$ cat src/rtl/write_addr_arbiter.sv
// Write-address arbiter for two AXI masters onto six slaves; one outstanding write at a time.
// Define AW_RR_EN for round-robin priority; undefined gives fixed priority with M0 first.

`ifndef BUS_DIRECT_DEF_SVH
`define BUS_DIRECT_DEF_SVH
`define AXI_ADDR_BITS 32
`define MX_SX_ID_BITS 4
`define M0_S0_W 4'd0
`define M0_S1_W 4'd1
`define M0_S2_W 4'd2
`define M0_S3_W 4'd3
`define M0_S4_W 4'd4
`define M0_S5_W 4'd5
`define M1_S0_W 4'd6
`define M1_S1_W 4'd7
`define M1_S2_W 4'd8
`define M1_S3_W 4'd9
`define M1_S4_W 4'd10
`define M1_S5_W 4'd11
`define NO_GRANT_W 4'd15
`endif

module write_addr_arbiter (
  input  logic                      ACLK,
  input  logic                      ARESET,
  input  logic                      AWVALID_M0,
  input  logic                      AWVALID_M1,
  input  logic [`AXI_ADDR_BITS-1:0] AWADDR_M0,
  input  logic [`AXI_ADDR_BITS-1:0] AWADDR_M1,
  input  logic                      AWREADY_M0,
  input  logic                      AWREADY_M1,
  input  logic                      BVALID_M0,
  input  logic                      BREADY_M0,
  input  logic                      BVALID_M1,
  input  logic                      BREADY_M1,
  output logic [`MX_SX_ID_BITS-1:0] AW_arbiter,
  output logic                      DECERR_M0,
  output logic                      DECERR_M1
);

  typedef enum logic [1:0] {IDLE, ADDR, RESP, DECERR} state_t;

  state_t                      state_reg, state_next;
  logic                        master_reg, master_next;
  logic [2:0]                  slave_reg, slave_next;
  logic [`MX_SX_ID_BITS-1:0]   aw_arbiter_next;
  logic                        decerr_m0_next, decerr_m1_next;
  logic                        winner;
  logic [`AXI_ADDR_BITS-1:0]   sel_addr;
  logic [3:0]                  dec;
  logic                        awready_own, bdone_own;

  // Returns {mapped, slave index}.
  function automatic logic [3:0] decode(input logic [`AXI_ADDR_BITS-1:0] a);
    if (a <= 32'h0000_3FFF)                             return 4'b1_000;
    else if (a >= 32'h0001_0000 && a <= 32'h0001_FFFF)  return 4'b1_001;
    else if (a >= 32'h0002_0000 && a <= 32'h0002_FFFF)  return 4'b1_010;
    else if (a >= 32'h1000_0000 && a <= 32'h1000_03FF)  return 4'b1_011;
    else if (a >= 32'h1001_0000 && a <= 32'h1001_03FF)  return 4'b1_100;
    else if (a >= 32'h2000_0000 && a <= 32'h201F_FFFF)  return 4'b1_101;
    else                                                return 4'b0_000;
  endfunction

  function automatic logic [`MX_SX_ID_BITS-1:0] route(input logic m, input logic [2:0] s);
    case ({m, s})
      4'b0_000: return `M0_S0_W;
      4'b0_001: return `M0_S1_W;
      4'b0_010: return `M0_S2_W;
      4'b0_011: return `M0_S3_W;
      4'b0_100: return `M0_S4_W;
      4'b0_101: return `M0_S5_W;
      4'b1_000: return `M1_S0_W;
      4'b1_001: return `M1_S1_W;
      4'b1_010: return `M1_S2_W;
      4'b1_011: return `M1_S3_W;
      4'b1_100: return `M1_S4_W;
      4'b1_101: return `M1_S5_W;
      default:  return `NO_GRANT_W;
    endcase
  endfunction

`ifdef AW_RR_EN
  logic pointer_reg;

  always_comb winner = (AWVALID_M0 && AWVALID_M1) ? pointer_reg : !AWVALID_M0;

  // The loser of each grant gets priority next time.
  always_ff @(posedge ACLK or posedge ARESET) begin
    if (ARESET)
      pointer_reg <= 1'b0;
    else if (state_reg == IDLE && (AWVALID_M0 || AWVALID_M1))
      pointer_reg <= !winner;
  end
`else
  always_comb winner = !AWVALID_M0;
`endif

  always_comb begin
    sel_addr    = winner ? AWADDR_M1 : AWADDR_M0;
    dec         = decode(sel_addr);
    awready_own = master_reg ? AWREADY_M1 : AWREADY_M0;
    bdone_own   = master_reg ? (BVALID_M1 && BREADY_M1) : (BVALID_M0 && BREADY_M0);
  end

  always_comb begin
    state_next  = state_reg;
    master_next = master_reg;
    slave_next  = slave_reg;
    case (state_reg)
      IDLE: begin
        if (AWVALID_M0 || AWVALID_M1) begin
          master_next = winner;
          slave_next  = dec[2:0];
          state_next  = dec[3] ? ADDR : DECERR;
        end
      end
      ADDR:    if (awready_own) state_next = RESP;
      RESP:    if (bdone_own)   state_next = IDLE;
      DECERR:  if (bdone_own)   state_next = IDLE;
      default: state_next = IDLE;
    endcase
  end

  // Outputs are decoded from the next state so they register alongside it.
  always_comb begin
    aw_arbiter_next = `NO_GRANT_W;
    decerr_m0_next  = 1'b0;
    decerr_m1_next  = 1'b0;
    if (state_next == ADDR || state_next == RESP)
      aw_arbiter_next = route(master_next, slave_next);
    if (state_next == DECERR) begin
      decerr_m0_next = !master_next;
      decerr_m1_next = master_next;
    end
  end

  always_ff @(posedge ACLK or posedge ARESET) begin
    if (ARESET) begin
      state_reg  <= IDLE;
      master_reg <= 1'b0;
      slave_reg  <= 3'd0;
      AW_arbiter <= `NO_GRANT_W;
      DECERR_M0  <= 1'b0;
      DECERR_M1  <= 1'b0;
    end else begin
      state_reg  <= state_next;
      master_reg <= master_next;
      slave_reg  <= slave_next;
      AW_arbiter <= aw_arbiter_next;
      DECERR_M0  <= decerr_m0_next;
      DECERR_M1  <= decerr_m1_next;
    end
  end

endmodule

$ cat config.mk
export PLATFORM = sky130hd
export DESIGN_NAME = write_addr_arbiter
export DESIGN_NICKNAME = d
export VERILOG_FILES = /design/src/rtl/write_addr_arbiter.sv
export SDC_FILE = /design/constraint.sdc
export NUM_CORES = 1
export LEC_CHECK = 0
export CORE_MARGIN = 8
export CORE_UTILIZATION = 29
export CTS_BUF_LIST = sky130_fd_sc_hd__clkbuf_8
export CTS_CLUSTER_DIAMETER = 100
export DETAILED_ROUTE_END_ITERATION = 6
export PLACE_DENSITY = 0.71
export SKIP_LAST_GASP = 1
export SLEW_MARGIN = 40
export SYNTH_ARGS = -nofsm -noshare
export SYNTH_HDL_FRONTEND = slang
export SYNTH_SLANG_ARGS = --single-unit
$ cat constraint.sdc
create_clock -name ACLK -period 5.5 [get_ports ACLK]
set_input_delay 1.375 -clock ACLK [delete_from_list [all_inputs] [get_ports ACLK]]
set_output_delay 1.375 -clock ACLK [all_outputs]
set_load 0.05 [all_outputs]
# After elaboration in Yosys (flattened, before gate mapping)
# Memories as Yosys holds them, arrays and structs flattened.
# Cells that the tools add are included.
[word_totals]
regBits = 12
mem_bits_ro = 64
input_bits = 74
n_memories = 1
[op_classes]
n_lt_le_gt_ge = 11
n_eq_ne = 6
n_mux = 21
reduce_logical = 13
[memory_table]
columns = ["memory", "depth", "word_bits", "read_ports", "rd_clocked_by_memory_dff", "write_ports", "line", "rtl"]
rows = [
  ["(name not given)", 16, 4, 1, 0, 0, "65", "case ({m, s})"],
]
[op_table]
columns = ["cell", "n"]
rows = [
  ["$ge 32x29->1 const B", 2],
  ["$le 32x29->1 const B", 2],
  ["$ge 32x17->1 const B", 1],
  ["$ge 32x18->1 const B", 1],
  ["$ge 32x30->1 const B", 1],
  ["$le 32x14->1 const B", 1],
  ["$le 32x17->1 const B", 1],
  ["$le 32x18->1 const B", 1],
  ["$le 32x30->1 const B", 1],
  ["$mux 32", 1],
  ["$mux 4", 7],
  ["$eq 2x2->1 const B", 4],
  ["$mux 2", 4],
  ["$logic_and 1x1->1", 7],
  ["$mux 1", 6],
  ["$mux 3", 2],
  ["$pmux 2 s3", 1],
  ["$eq 2x1->1 const B", 2],
  ["$logic_not 1->1", 2],
  ["$logic_not 2->1", 1],
  ["$logic_or 1x1->1", 2],
  ["$reduce_or 2->1", 1],
]

# Depth between registers and ports, before layout
# Gate-level depths: netlist of run 1.
[logic_depth]
word_depth = 15
depth_mapped = 12

# Worst setup path before layout of run 1
# OpenSTA, ideal clock, no wires.
[synth_path]
path_type = "input to register"
startpoint = "input port AWVALID_M0"
endpoint = "register AW_arbiter[2]"
arrival_ps = 3353
required_time_ps = 5419
slack_ps = 2067
path_stages = 10
cell_sequence = "buf_4 > nor3_1 > a22oi_1 > or3_4 > nor4b_4 > nor2_1 > a21o_1 > ha_1 > and3_1 > a32oi_1"
[synth_between]
elab_chain_cells = 15
[synth_rtl]
columns = ["item", "line", "rtl"]
rows = [
  ["start: declaration", "26", "input logic AWVALID_M0,"],
  ["$mux 32", "99", "sel_addr = winner ? AWADDR_M1 : AWADDR_M0;"],
  ["$ge 32x30->1 / $le 32x30->1 (equally long branches)", "60", "else if (a >= 32'h2000_0000 && a <= 32'h201F_FFFF) return 4'b1_101;"],
  ["$logic_and 1x1->1", "60", ""],
  ["$mux 4", "60", ""],
  ["$mux 4", "59", "else if (a >= 32'h1001_0000 && a <= 32'h1001_03FF) return 4'b1_100;"],
  ["$mux 4", "58", "else if (a >= 32'h1000_0000 && a <= 32'h1000_03FF) return 4'b1_011;"],
  ["$mux 4", "57", "else if (a >= 32'h0002_0000 && a <= 32'h0002_FFFF) return 4'b1_010;"],
  ["$mux 4", "56", "else if (a >= 32'h0001_0000 && a <= 32'h0001_FFFF) return 4'b1_001;"],
  ["$mux 4", "55", "if (a <= 32'h0000_3FFF) return 4'b1_000;"],
  ["$mux 2", "114", "state_next = dec[3] ? ADDR : DECERR;"],
  ["$mux 2 (*)", "111", "if (AWVALID_M0 || AWVALID_M1) begin"],
  ["$pmux 2 s3 (*)", "109", "case (state_reg)"],
  ["net state_next[1]", "43", "state_t state_reg, state_next;"],
  ["$eq 2x1->1 / $eq 2x2->1 (equally long branches)", "129", "if (state_next == ADDR || state_next == RESP)"],
  ["$logic_or 1x1->1 (*)", "129", ""],
  ["$mux 4 (*)", "129", ""],
  ["net aw_arbiter_next[2]", "46", "logic [`MX_SX_ID_BITS-1:0] aw_arbiter_next;"],
  ["end signal: assignment", "142", "AW_arbiter <= `NO_GRANT_W;"],
  ["end signal: assignment", "149", "AW_arbiter <= aw_arbiter_next;"],
  ["end: declaration", "36", "output logic [`MX_SX_ID_BITS-1:0] AW_arbiter,"],
]
# Mark *: on every way through the listed nets, which the timed path passes. The rest lies on a longest branch.

# Worst setup path after layout of run 1
# Ends and elaborated chain as after synthesis.

==> results of run 1 <==
## routing by layer
| layer | vias up | part of all wire | wire, um |
|---|---|---|---|
| met4 | 0 | 0 | 0 |
| li1 | 526 | - | - |
| met5 | - | 0 | 0 |
| met1 | 478 | 0.35 | 1080 |
| met3 | 0 | 0.046 | 140 |
| met2 | 20 | 0.60 | 1840 |
## cell families after synthesis
logic type      synth area share
buf+inv                   0.0290
compound gates             0.236
fa+ha+maj                 0.0528
flops                      0.322
mux                       0.0567
simple gates               0.303
## worst max-delay path, delay by kind of cell
family                     cells  cell delay (ps)
AOI/OAI and AO/OA              3              520
adders and majority gates      1              370
and+or+nand+nor                5             1330
buffers and inverters          2              610
## synth_stat cells, drive strengths merged
master   n
o31a     1
dfrtp    8
nor4b    3
nand3b   1
o21bai   1
nand3    1
nand2b   2
o21ba    1
o211ai   4
o32ai    1
nor2     6
a211oi   1
inv      4
mux2i    2
o21a     2
nor4     7
a32oi    1
a32o     1
a22oi    3
dfstp    4
o311a    1
a21o     2
and2     3
nand2   11
a31oi    1
nor3     5
o21ai    5
and3     4
a21oi    5
buf      2
or4      2
mux2     3
ha       4
or3      1
o31ai    1
## per-stage QoR
| step | worst slack, ps | hold slack (ps) | cells |
|---|---|---|---|
| after global placement | 1180 | 454 | 206 |
| final | 1440 | 475 | 210 |
| after detailed placement | 1200 | 472 | 206 |
| after global routing | 1280 | 521 | 210 |
| after CTS | 1430 | 481 | 210 |
| after floorplan | 2070 | 440 | 104 |
## placed cells by master (no fill, tap or decap), types with 2 or more instances in the layout
cell | Yosys | routed
a21o_1 | 2 | 2
a21oi_1 | 5 | 5
a22oi_1 | 3 | 3
and2_1 | 3 | 3
and3_1 | 4 | 4
clkbuf_8 | 0 | 3
clkdlybuf4s50_1 | 0 | 59
dfrtp_1 | 8 | 8
dfstp_2 | 4 | 4
ha_1 | 4 | 4
inv_1 | 4 | 5
mux2_2 | 3 | 3
mux2i_1 | 2 | 2
nand2_1 | 11 | 11
nand2b_1 | 2 | 2
nor2_1 | 6 | 6
nor3_1 | 5 | 5
nor4_1 | 6 | 6
nor4b_1 | 2 | 2
o211ai_1 | 4 | 4
o21a_1 | 2 | 2
o21ai_0 | 4 | 4
## where the power goes
part           internal, uW  total [uW]  switching [uW]  leakage, uW
clock                  49.0        78.9            30.0    0.0000269
combinational           132         308             176     0.000475
sequential              133         148            14.9     0.000146
## cell type report
class	count	area, um^2	area share
Clock buffer	3	41.3	0.0253
Clock inverter	1	3.75	0.00230
Inverter	4	15.0	0.00919
Multi-Input combinational cell	86	616	0.377
Sequential cell	12	305	0.187
Tap cell	44	55.1	0.0337
Timing Repair Buffer	60	598	0.366
## path summary, 6_finish.rpt
kind | startpoint | endpoint | slack, ps | depth (start not counted)
min in group asynchronous | ARESET | master_reg$_DFF_PP0_ | 1440 | 2
max in group asynchronous | ARESET | AW_arbiter[0]$_DFF_PP1_ | 3730 | 2
hold / removal | slave_reg[0]$_DFF_PP0_ | slave_reg[0]$_DFF_PP0_ | 470 | 2
hold reg to reg | slave_reg[0]$_DFF_PP0_ | slave_reg[0]$_DFF_PP0_ | 470 | 2
setup reg to reg | state_reg[1]$_DFF_PP0_ | AW_arbiter[2]$_DFF_PP1_ | 3360 | 8
setup / recovery | AWVALID_M0 | AW_arbiter[2]$_DFF_PP1_ | 1440 | 11
==> summary.md, run 1 <==
| Metric | Value |
|---|---|
| CTS tree | built |
| # DRC | 0 |
| Die X | 73.2 um |
| CP max stage cell | nor4_1 |
| Initial antenna violation count | 0 |
| CP arrival | 4220 ps |
| Maximum vdd ir drop | roughly 0.15 mV |
| CTS sink count | 12 |
| Number of antenna-violating nets in the routed design | 0 |
| Maximum clock insertion buffer count | 2 |
| Post-route setup TNS | 0 ps |
| N_diodes | 0 |
| Layout cell share with drive strength beyond 1 | 0.102 |
| Root buffer cell | clkbuf_8 |
| Power Dens Cells | about 330 mW/mm^2 |
| Met2 usage | 0.250 |
| CTS resizes | 0 |
| Critical path launch point type | input port |
| Fin crit period | 4060 ps |
| Port Buf Inserts | 59 |
| # fillers | approximately 300 |
| Worst-margin pin slew | 568 ps |
| Synth-to-layout area growth | 72.3% |
| Fin crit share | 0.739 |
| Largest net degree at the start of global routing | 23 |
| Synth Net Count | about 180 |
| Worst path cell trace | clkdlybuf4s50_1 > buf_4 > nor4_1 > a22oi_1 > or3_4 > nor4b_4 > nor2_1 > a21o_1 > ha_1 > and3_1 > a32oi_1 |
| Met3 usage in global routing | 0.0302 |
| GRT Total Usage | 0.120 |
| Total power | 535 uW |
| Final #Nets | 245 |
| Synthesized flop and latch total | 12 |
| Initial DRC count | 46 |
| Hold/Removal Path Class | reg2reg |
| Vias in the first global route | 1110 |
| Clk pin slew, worst setup/hold paths | 50 ps |
| DP Area | 0.00159 mm^2 |
| Vias | between 1000 and 1500 |
| Critical Path End Type | register |
| DPL Wire Length | roughly 2700 um |
| CP peak stage delay | 410 ps |
| Max Slew Vio Count | 0 |
| Full die area | 0.00536 mm^2 |
| Hold Vio Cnt, Final | 0 |
| RSZ-0062 raised after global routing | no |
| TritonCTS buffer count | 3 |
| Largest register FFs | 4 |
| GPL Wtd Cong | 0.778 |
| Drt total wl | 3060 um |
| Core Area | a little over 0.003 mm^2 |
| DR vias/cell | 4.88 |
| Peak fanout along the critical path | 22 |
| Rows | 20 |
| Final setup violation count | 0 |
| Worst-Skew Late Latency | 240 ps |
| GRT overflow | 0 |
| Fin Clk Skew | 3.20 ps |
| Post-route cell area | 0.00163 mm^2 |
| GR peak layer | met2 |
| Top cells by area, synth | dfrtp_1 21%, dfstp_2 11%, ha_1 5.3%, nand2_1 4.4%, nor4_1 4.0% |
| Mapped Area | 948 um^2 |
| WP data required | 5660 ps |
| Relative slew slack | 0.617 |
| WL/cell | between 10 and 15 um |
| Initial Util | 0.308 |
| CTS H-tree depth | 1 |
| Sequential element share of the synthesized area | 0.322 |
| First-pass GRT wire length | 5060 um |
| Leakage | approximately 0.00065 uW |
| Post-CTS Setup Inserts | 0 |
| Fmax | around 250 MHz |
| Util after Layout | 0.531 |
| Synth cell types | 40 |
| Yosys warns | 0 |
| CTS Hold Bufs | 0 |
| Status | finished clean |
| Ports | 80 |
| Max Cap Viol | 0 |
| DR pass1 iterations | 4 |
| Avg Inst Size Synth | 9.12 um^2 |
| Yosys top cell area share | 0.211 |
| Met1 Track Usage GR | 0.110 |
| CP Class | in2reg |
| Syn Inst Count | 104 |
| Die Height | between 70 and 80 um |
| Cell type with the largest total area after synthesis | dfrtp_1 |
Power figures use the tool's default switching activity.
==> run 2: changes to the inputs <==
- PLACE_DENSITY: 0.71 -> 0.74
- clock period: 5.5 -> 3.4 ns (I/O delays scaled with it)
==> run 2 against run 1 <==
Net effect:
- cell count is 9.5% higher
- worst setup slack worse by 1300 ps
- sequential share of layout area fell by 2.0 points
- combinational power increased by 84%
- global-route usage rose by 0.79 points
- first-iteration DRC count decreased by 6.5%
- critical path type unchanged
==> summary.md, run 2 (synthesized netlist as in run 1, its figures left out) <==
| Metric | Value |
|---|---|
| Status | finished clean |
| Initial antenna violation count | 0 (unchanged) |
| Commonest cells after routing, fill and taps aside | 59 x clkdlybuf4s50_1, 21 x buf_4, 11 x nand2_1 |
| RSZ-0062 raised after global routing | no |
| # DRC | 0 (unchanged) |
| Root buffer cell | clkbuf_8 |
| Maximum clock insertion buffer count | 2 (unchanged) |
| Max Cap Viol | 0 (unchanged) |
| Synth-to-layout area growth | 92.5% |
| CTS tree | built |
| Final setup violation count | 0 (unchanged) |
| Hold Vio Cnt, Final | 0 (unchanged) |
| Drt total wl | 3310 um (+8.0%) |
| Worst-Skew Late Latency | 240 ps (about the same) |
| CP arrival | 3370 ps (-850 ps) |
| CP Class | in2reg |
| Post-CTS Setup Inserts | 0 (unchanged) |
| Post-route cell area | 0.00183 mm^2 (+12%) |
| Most common cell after layout, fill and taps aside | clkdlybuf4s50_1 |
| Die Height | 73.2 um (unchanged) |
| Hold/Removal Path Class | reg2reg |
| Crit-path most repeated cell | buf_4 |
| Vias in the first global route | 1261 (+14%) |
| M1 WL | 1180 um (+8.8%) |
| CP max stage cell | clkdlybuf4s50_1 |
| # fillers | 287 (-4.0%) |
| Final WS setup | 179 ps (-1260 ps) |
| N_diodes | 0 (unchanged) |
| Port Buf Inserts | 59 (unchanged) |
| DPL Wire Length | 2920 um (+8.1%) |
| WL met2 | 1880 um (+2.0%) |
| Number of antenna-violating nets in the routed design | 0 (unchanged) |
| CP bufs+invs | 3 (+1) |
| Fmax | roughly 310 MHz |
| WP data required | 3550 ps (-2110 ps) |
| Initial DRC count | 43 (-6.5%) |
| Fin crit period | 3220 ps |
| Initial Util | 0.308 (unchanged) |
| Max Slew Vio Count | 0 (unchanged) |
| Util after Layout | 0.593 (+0.0622) |
| Critical Path End Type | register |
| Power Dens Cells | 525 mW/mm^2 (+60%) |
| CTS sink count | 12 (unchanged) |
| Layout cell share with drive strength beyond 1 | 0.226 (+0.123) |
| Ports | 80 (unchanged) |
| Clk pin slew, worst setup/hold paths | 50 ps (about the same) |
| Reg2reg setup slack | 1300 ps (-2060 ps) |
| Setup WS pre-CTS | -143 ps (-1340 ps) |
| Full die area | 0.00536 mm^2 (unchanged) |
| CP peak stage delay | 450 ps (+40 ps) |
| Leakage | 0.000748 uW (+16%) |
| Critical path launch point type | input port |
| GRT Total Usage | 0.128 (+0.00787) |
| GRT overflow | 0 (unchanged) |
| Largest register FFs | 4 (unchanged) |
| Largest net degree at the start of global routing | 13 (-43%) |
| CTS H-tree depth | 1 (unchanged) |
| CTS resizes | 0 (unchanged) |
| DR pass1 iterations | 4 (unchanged) |
| DR vias/cell | 4.92 (+0.93%) |
| Worst-margin pin slew | 504 ps (-64.2 ps) |
| Fin Clk Skew | 5.91 ps (+2.71 ps) |
| Fin crit share | 0.947 |
| First-pass GRT wire length | 5460 um (+7.9%) |
| Peak fanout along the critical path | 5 (-77%) |
| Worst hold margin | 464 ps (-10.5 ps) |
| GPL Wtd Cong | 0.807 (+3.7%) |
| Relative slew slack | 0.663 (+0.0457) |
| DR WL met3 | 174 um (+24%) |
| Largest delay contributor family on the critical path | simple AND/OR/NAND/NOR gates |
| DP Area | 0.00174 mm^2 (+9.4%) |
| WL/cell | 14.4 um (-1.4%) |
| Uppermost layer routed | met4 |
| Final #Nets | 265 (+8.2%) |
| Core Area | 0.00308 mm^2 (unchanged) |
| CTS Hold Bufs | 0 (unchanged) |
| Maximum vdd ir drop | 0.256 mV (+67%) |
| Rows | 20 (unchanged) |
| Worst path cell trace | clkdlybuf4s50_1 > buf_4 > nor4_2 > a21oi_1 > or3_4 > nor4b_4 > buf_4 > o21ai_1 > and2_1 > ha_1 > a32oi_1 |
| TritonCTS buffer count | 3 (unchanged) |
| Die X | 73.2 um (unchanged) |
| Vias | 1132 (+11%) |
==> run 2: layer usage <==
metal / vias up / track usage
met5: - / 0
met4: 0 / 0.0356
met3: 8 / 0.0495
met2: 27 / 0.256
met1: 528 / 0.113
li1: 569 / -
==> run 2: tightest hold or removal path, delay by kind of cell (launching register included) <==
kind	cells	cell delay (ps)
DFF	1	330
and+or+nand+nor	2	100
==> run 2: cell type report <==
type                            instances  area, um^2  share of cell area
Multi-Input combinational cell         86         647               0.354
Inverter                                4        15.0             0.00822
Sequential cell                        12         305               0.167
Timing Repair Buffer                   80         748               0.410
Tap cell                               44        55.1              0.0302
Clock buffer                            4        55.1              0.0302
==> run 2: where the power goes <==
part	internal (uW)	switching, uW
registers	215	24.4
logic	261	306
clock network	102	49.6
total	578	380
==> run 2: worst paths after layout <==
check / start / endpoint / cells past startpoint
worst max-delay path: AWVALID_M0 / AW_arbiter[2]$_DFF_PP1_ / 11
worst max register to register: state_reg[1]$_DFF_PP0_ / AW_arbiter[2]$_DFF_PP1_ / 8
worst min register to register: slave_reg[0]$_DFF_PP0_ / slave_reg[0]$_DFF_PP0_ / 2
min in group asynchronous: ARESET / master_reg$_DFF_PP0_ / 2
worst min-delay path: slave_reg[0]$_DFF_PP0_ / slave_reg[0]$_DFF_PP0_ / 2
max in group asynchronous: ARESET / AW_arbiter[2]$_DFF_PP1_ / 2
==> run 2: stage by stage <==
stage | TNS [ps] | total power [uW] | cells
floorplan | 0 | 563 | 104
global placement | -250 | 773 | 226
detailed placement | -337 | 785 | 226
CTS | 0 | 941 | 230
global route | 0 | 1020 | 230
finish | 0 | 959 | 230
==> run 3: changes to the inputs <==
- CORE_ASPECT_RATIO: not set -> 0.7
- PLACE_DENSITY: 0.74 -> 0.86
- SLEW_MARGIN: 40 -> not set
==> run 3 against run 2 <==
Net effect:
- via count increased by 1.4%
- cell area is 1.2% lower
- critical path type unchanged
- total power rose by 0.61%
- critical endpoint unchanged
- utilization shrank 1.6 points
- wire length decreased by 4.7%
==> summary.md, run 3 (synthesized netlist as in run 1, its figures left out) <==
| Metric | Value |
|---|---|
| Reg2reg setup slack | 1260 ps (-40 ps) |
| Hold Vio Cnt, Final | 0 (unchanged) |
| Worst-Skew Late Latency | 240 ps (about the same) |
| Hold/Removal Path Class | reg2reg |
| Critical register-to-register path endpoint | AW_arbiter[2]$_DFF_PP1_ |
| Initial DRC count | 88 (+100%) |
| Drt total wl | 3150 um (-4.7%) |
| CP arrival | 3340 ps (-30 ps) |
| Critical Path End Type | register |
| Worst-margin pin slew | 507 ps (+3.61 ps) |
| CTS sink count | 12 (unchanged) |
| Ports | 80 (unchanged) |
| Worst Hold End | slave_reg[0]$_DFF_PP0_ |
| Worst hold margin | 464 ps (-0.605 ps) |
| Fmax | 314 MHz (+1.1%) |
| Critical path launch point type | input port |
| First-pass GRT wire length | 5200 um (-4.8%) |
| CTS resizes | 0 (unchanged) |
| Root buffer cell | clkbuf_8 |
| Full die area | 0.00539 mm^2 (+0.55%) |
| DR pass1 iterations | 5 (+1) |
| Post-route setup TNS | 0 ps (unchanged) |
| Cells on Worst Hold Path | 2 (unchanged) |
| Leakage | 0.000739 uW (-1.3%) |
| CTS H-tree depth | 1 (unchanged) |
| Initial antenna violation count | 0 (unchanged) |
| N_diodes | 0 (unchanged) |
| Clk pin slew, worst setup/hold paths | 40 ps (about the same) |
| Max Cap Viol | 0 (unchanged) |
| Worst r2r src | state_reg[1]$_DFF_PP0_ |
| CTS Hold Bufs | 0 (unchanged) |
| Reg2Reg Depth | 8 (unchanged) |
| Largest delay contributor family on the critical path | simple AND/OR/NAND/NOR gates |
| Final setup violation count | 0 (unchanged) |
| Power Dens Cells | 535 mW/mm^2 (+1.9%) |
| Vias in the first global route | 1172 (-7.1%) |
| Die Height | 63.8 um (-13%) |
| CP Class | in2reg |
| Vias | 1148 (+1.4%) |
| DPL Wire Length | 2690 um (-7.8%) |
| Fin Clk Skew | 6.37 ps (+0.466 ps) |
| Port Buf Inserts | 59 (unchanged) |
| DR vias/cell | 5.17 (+5.1%) |
| Number of antenna-violating nets in the routed design | 0 (unchanged) |
| Maximum clock insertion buffer count | 2 (unchanged) |
| TritonCTS buffer count | 3 (unchanged) |
| Synth-to-layout area growth | 90.1% |
| Maximum vdd ir drop | 0.278 mV (+8.4%) |
| Largest net degree at the start of global routing | 13 (unchanged) |
| DP Area | 0.00172 mm^2 (-1.3%) |
| Crit-path most repeated cell | buf_4 |
| GRT Total Usage | 0.111 (-0.0165) |
| Worst path cell trace | clkdlybuf4s50_1 > buf_4 > nor4_2 > a21oi_1 > or3_4 > buf_4 > a32o_1 > o21ai_1 > and2_1 > ha_1 > a32oi_1 |
| WP data required | 3560 ps (about the same) |
| Fin crit share | 0.937 (-0.0107) |
| Relative slew slack | 0.661 (-0.00241) |
| Final #Nets | 263 (-0.75%) |
| RSZ-0062 raised after global routing | no |
| GPL Wtd Cong | 0.800 (-0.87%) |
| Die X | 84.4 um (+15%) |
| # DRC | 0 (unchanged) |
| Status | finished clean |
| Total power | 965 uW (+0.61%) |
| Fin crit period | 3180 ps (-36.3 ps) |
| Util after Layout | 0.577 (-0.0165) |
| CP max stage cell | clkdlybuf4s50_1 |
| Critical path launch point | AWVALID_M0 |
| CTS tree | built |
| GRT overflow | 0 (unchanged) |
| Rows | 17 (-15%) |
| Most common cell after layout, fill and taps aside | clkdlybuf4s50_1 |
| Max Slew Vio Count | 0 (unchanged) |
| Commonest cells after routing, fill and taps aside | 59 x clkdlybuf4s50_1, 18 x buf_4, 11 x nand2_1 |
| Post-CTS Setup Inserts | 0 (unchanged) |
| Layout cell share with drive strength beyond 1 | 0.217 (-0.00842) |
| Initial Util | 0.303 (-0.00481) |
| CP peak stage delay | 460 ps (about the same) |
| Core Area | 0.00313 mm^2 (+1.6%) |
| Post-route cell area | 0.00180 mm^2 (-1.2%) |
| WL/cell | 14.2 um (-1.3%) |
| CP bufs+invs | 3 (unchanged) |
| Worst Min Path Start | slave_reg[0]$_DFF_PP0_ |
| Peak fanout along the critical path | 3 (-2) |
| Largest register FFs | 4 (unchanged) |
[run 3: cell types whose count changed in the layout (fill, tap and decap cells not counted)]
cell      previous run  this run
clkbuf_8             4         3
buf_6                0         1
nor4_1               4         3
nor4_2               2         3
inv_1                4         5
buf_4               21        18
[run 3: worst max path at each step]
stage                                          to  slack (ps)  cells past startpoint
after floorplan           AW_arbiter[2]$_DFF_PP1_         490                     10
after detailed placement  AW_arbiter[2]$_DFF_PP1_        -110                     11
after global placement    AW_arbiter[2]$_DFF_PP1_        -100                     10
after CTS                 AW_arbiter[2]$_DFF_PP1_         120                     11
after global routing      AW_arbiter[3]$_DFF_PP1_          20                     14
final                     AW_arbiter[2]$_DFF_PP1_         220                     11
[run 3: stage by stage]
step / worst slack, ps / cells
5_1_grt: 15.3 / 222
4_1_cts: 123 / 222
2_1_floorplan: 492 / 104
3_3_place_gp: -101 / 218
3_5_place_dp: -110 / 218
6_report: 215 / 222
[run 3: cell type report]
| class | instances | area, um^2 |
|---|---|---|
| tap | 38 | 47.5 |
| timing repair buffer | 78 | 737 |
| sequential | 12 | 305 |
| clock buffer | 3 | 41.3 |
| multi-input combinational | 86 | 653 |
| clock inverter | 1 | 3.75 |
| fill | 277 | 1320 |
| inverter | 4 | 15.0 |
[run 3: power breakdown]
| part | switching [uW] | leakage (uW) | internal, uW |
|---|---|---|---|
| Sequential | 23.0 | 0.000146 | 215 |
| Combinational | 318 | 0.000565 | 282 |
| Clock | 47.2 | 0.0000269 | 79.1 |
[run 3: per-layer routing]
layer | vias up | share of wire | GRT usage
li1 | 569 | - | -
met1 | 518 | 0.43 | 0.131
met2 | 56 | 0.47 | 0.193
met3 | 5 | 0.090 | 0.0405
met4 | 0 | 0.0044 | 0.0190
met5 | - | 0 | 0
[run 3: worst register-to-register path, stage by stage, from the launching register on]
cell and delay [ps]:
dfrtp_1 400, nor2_1 250, o21a_1 250, o311a_1 190
a32o_1 190, o21ai_1 100, and2_1 200, ha_1 280
a32oi_1 200
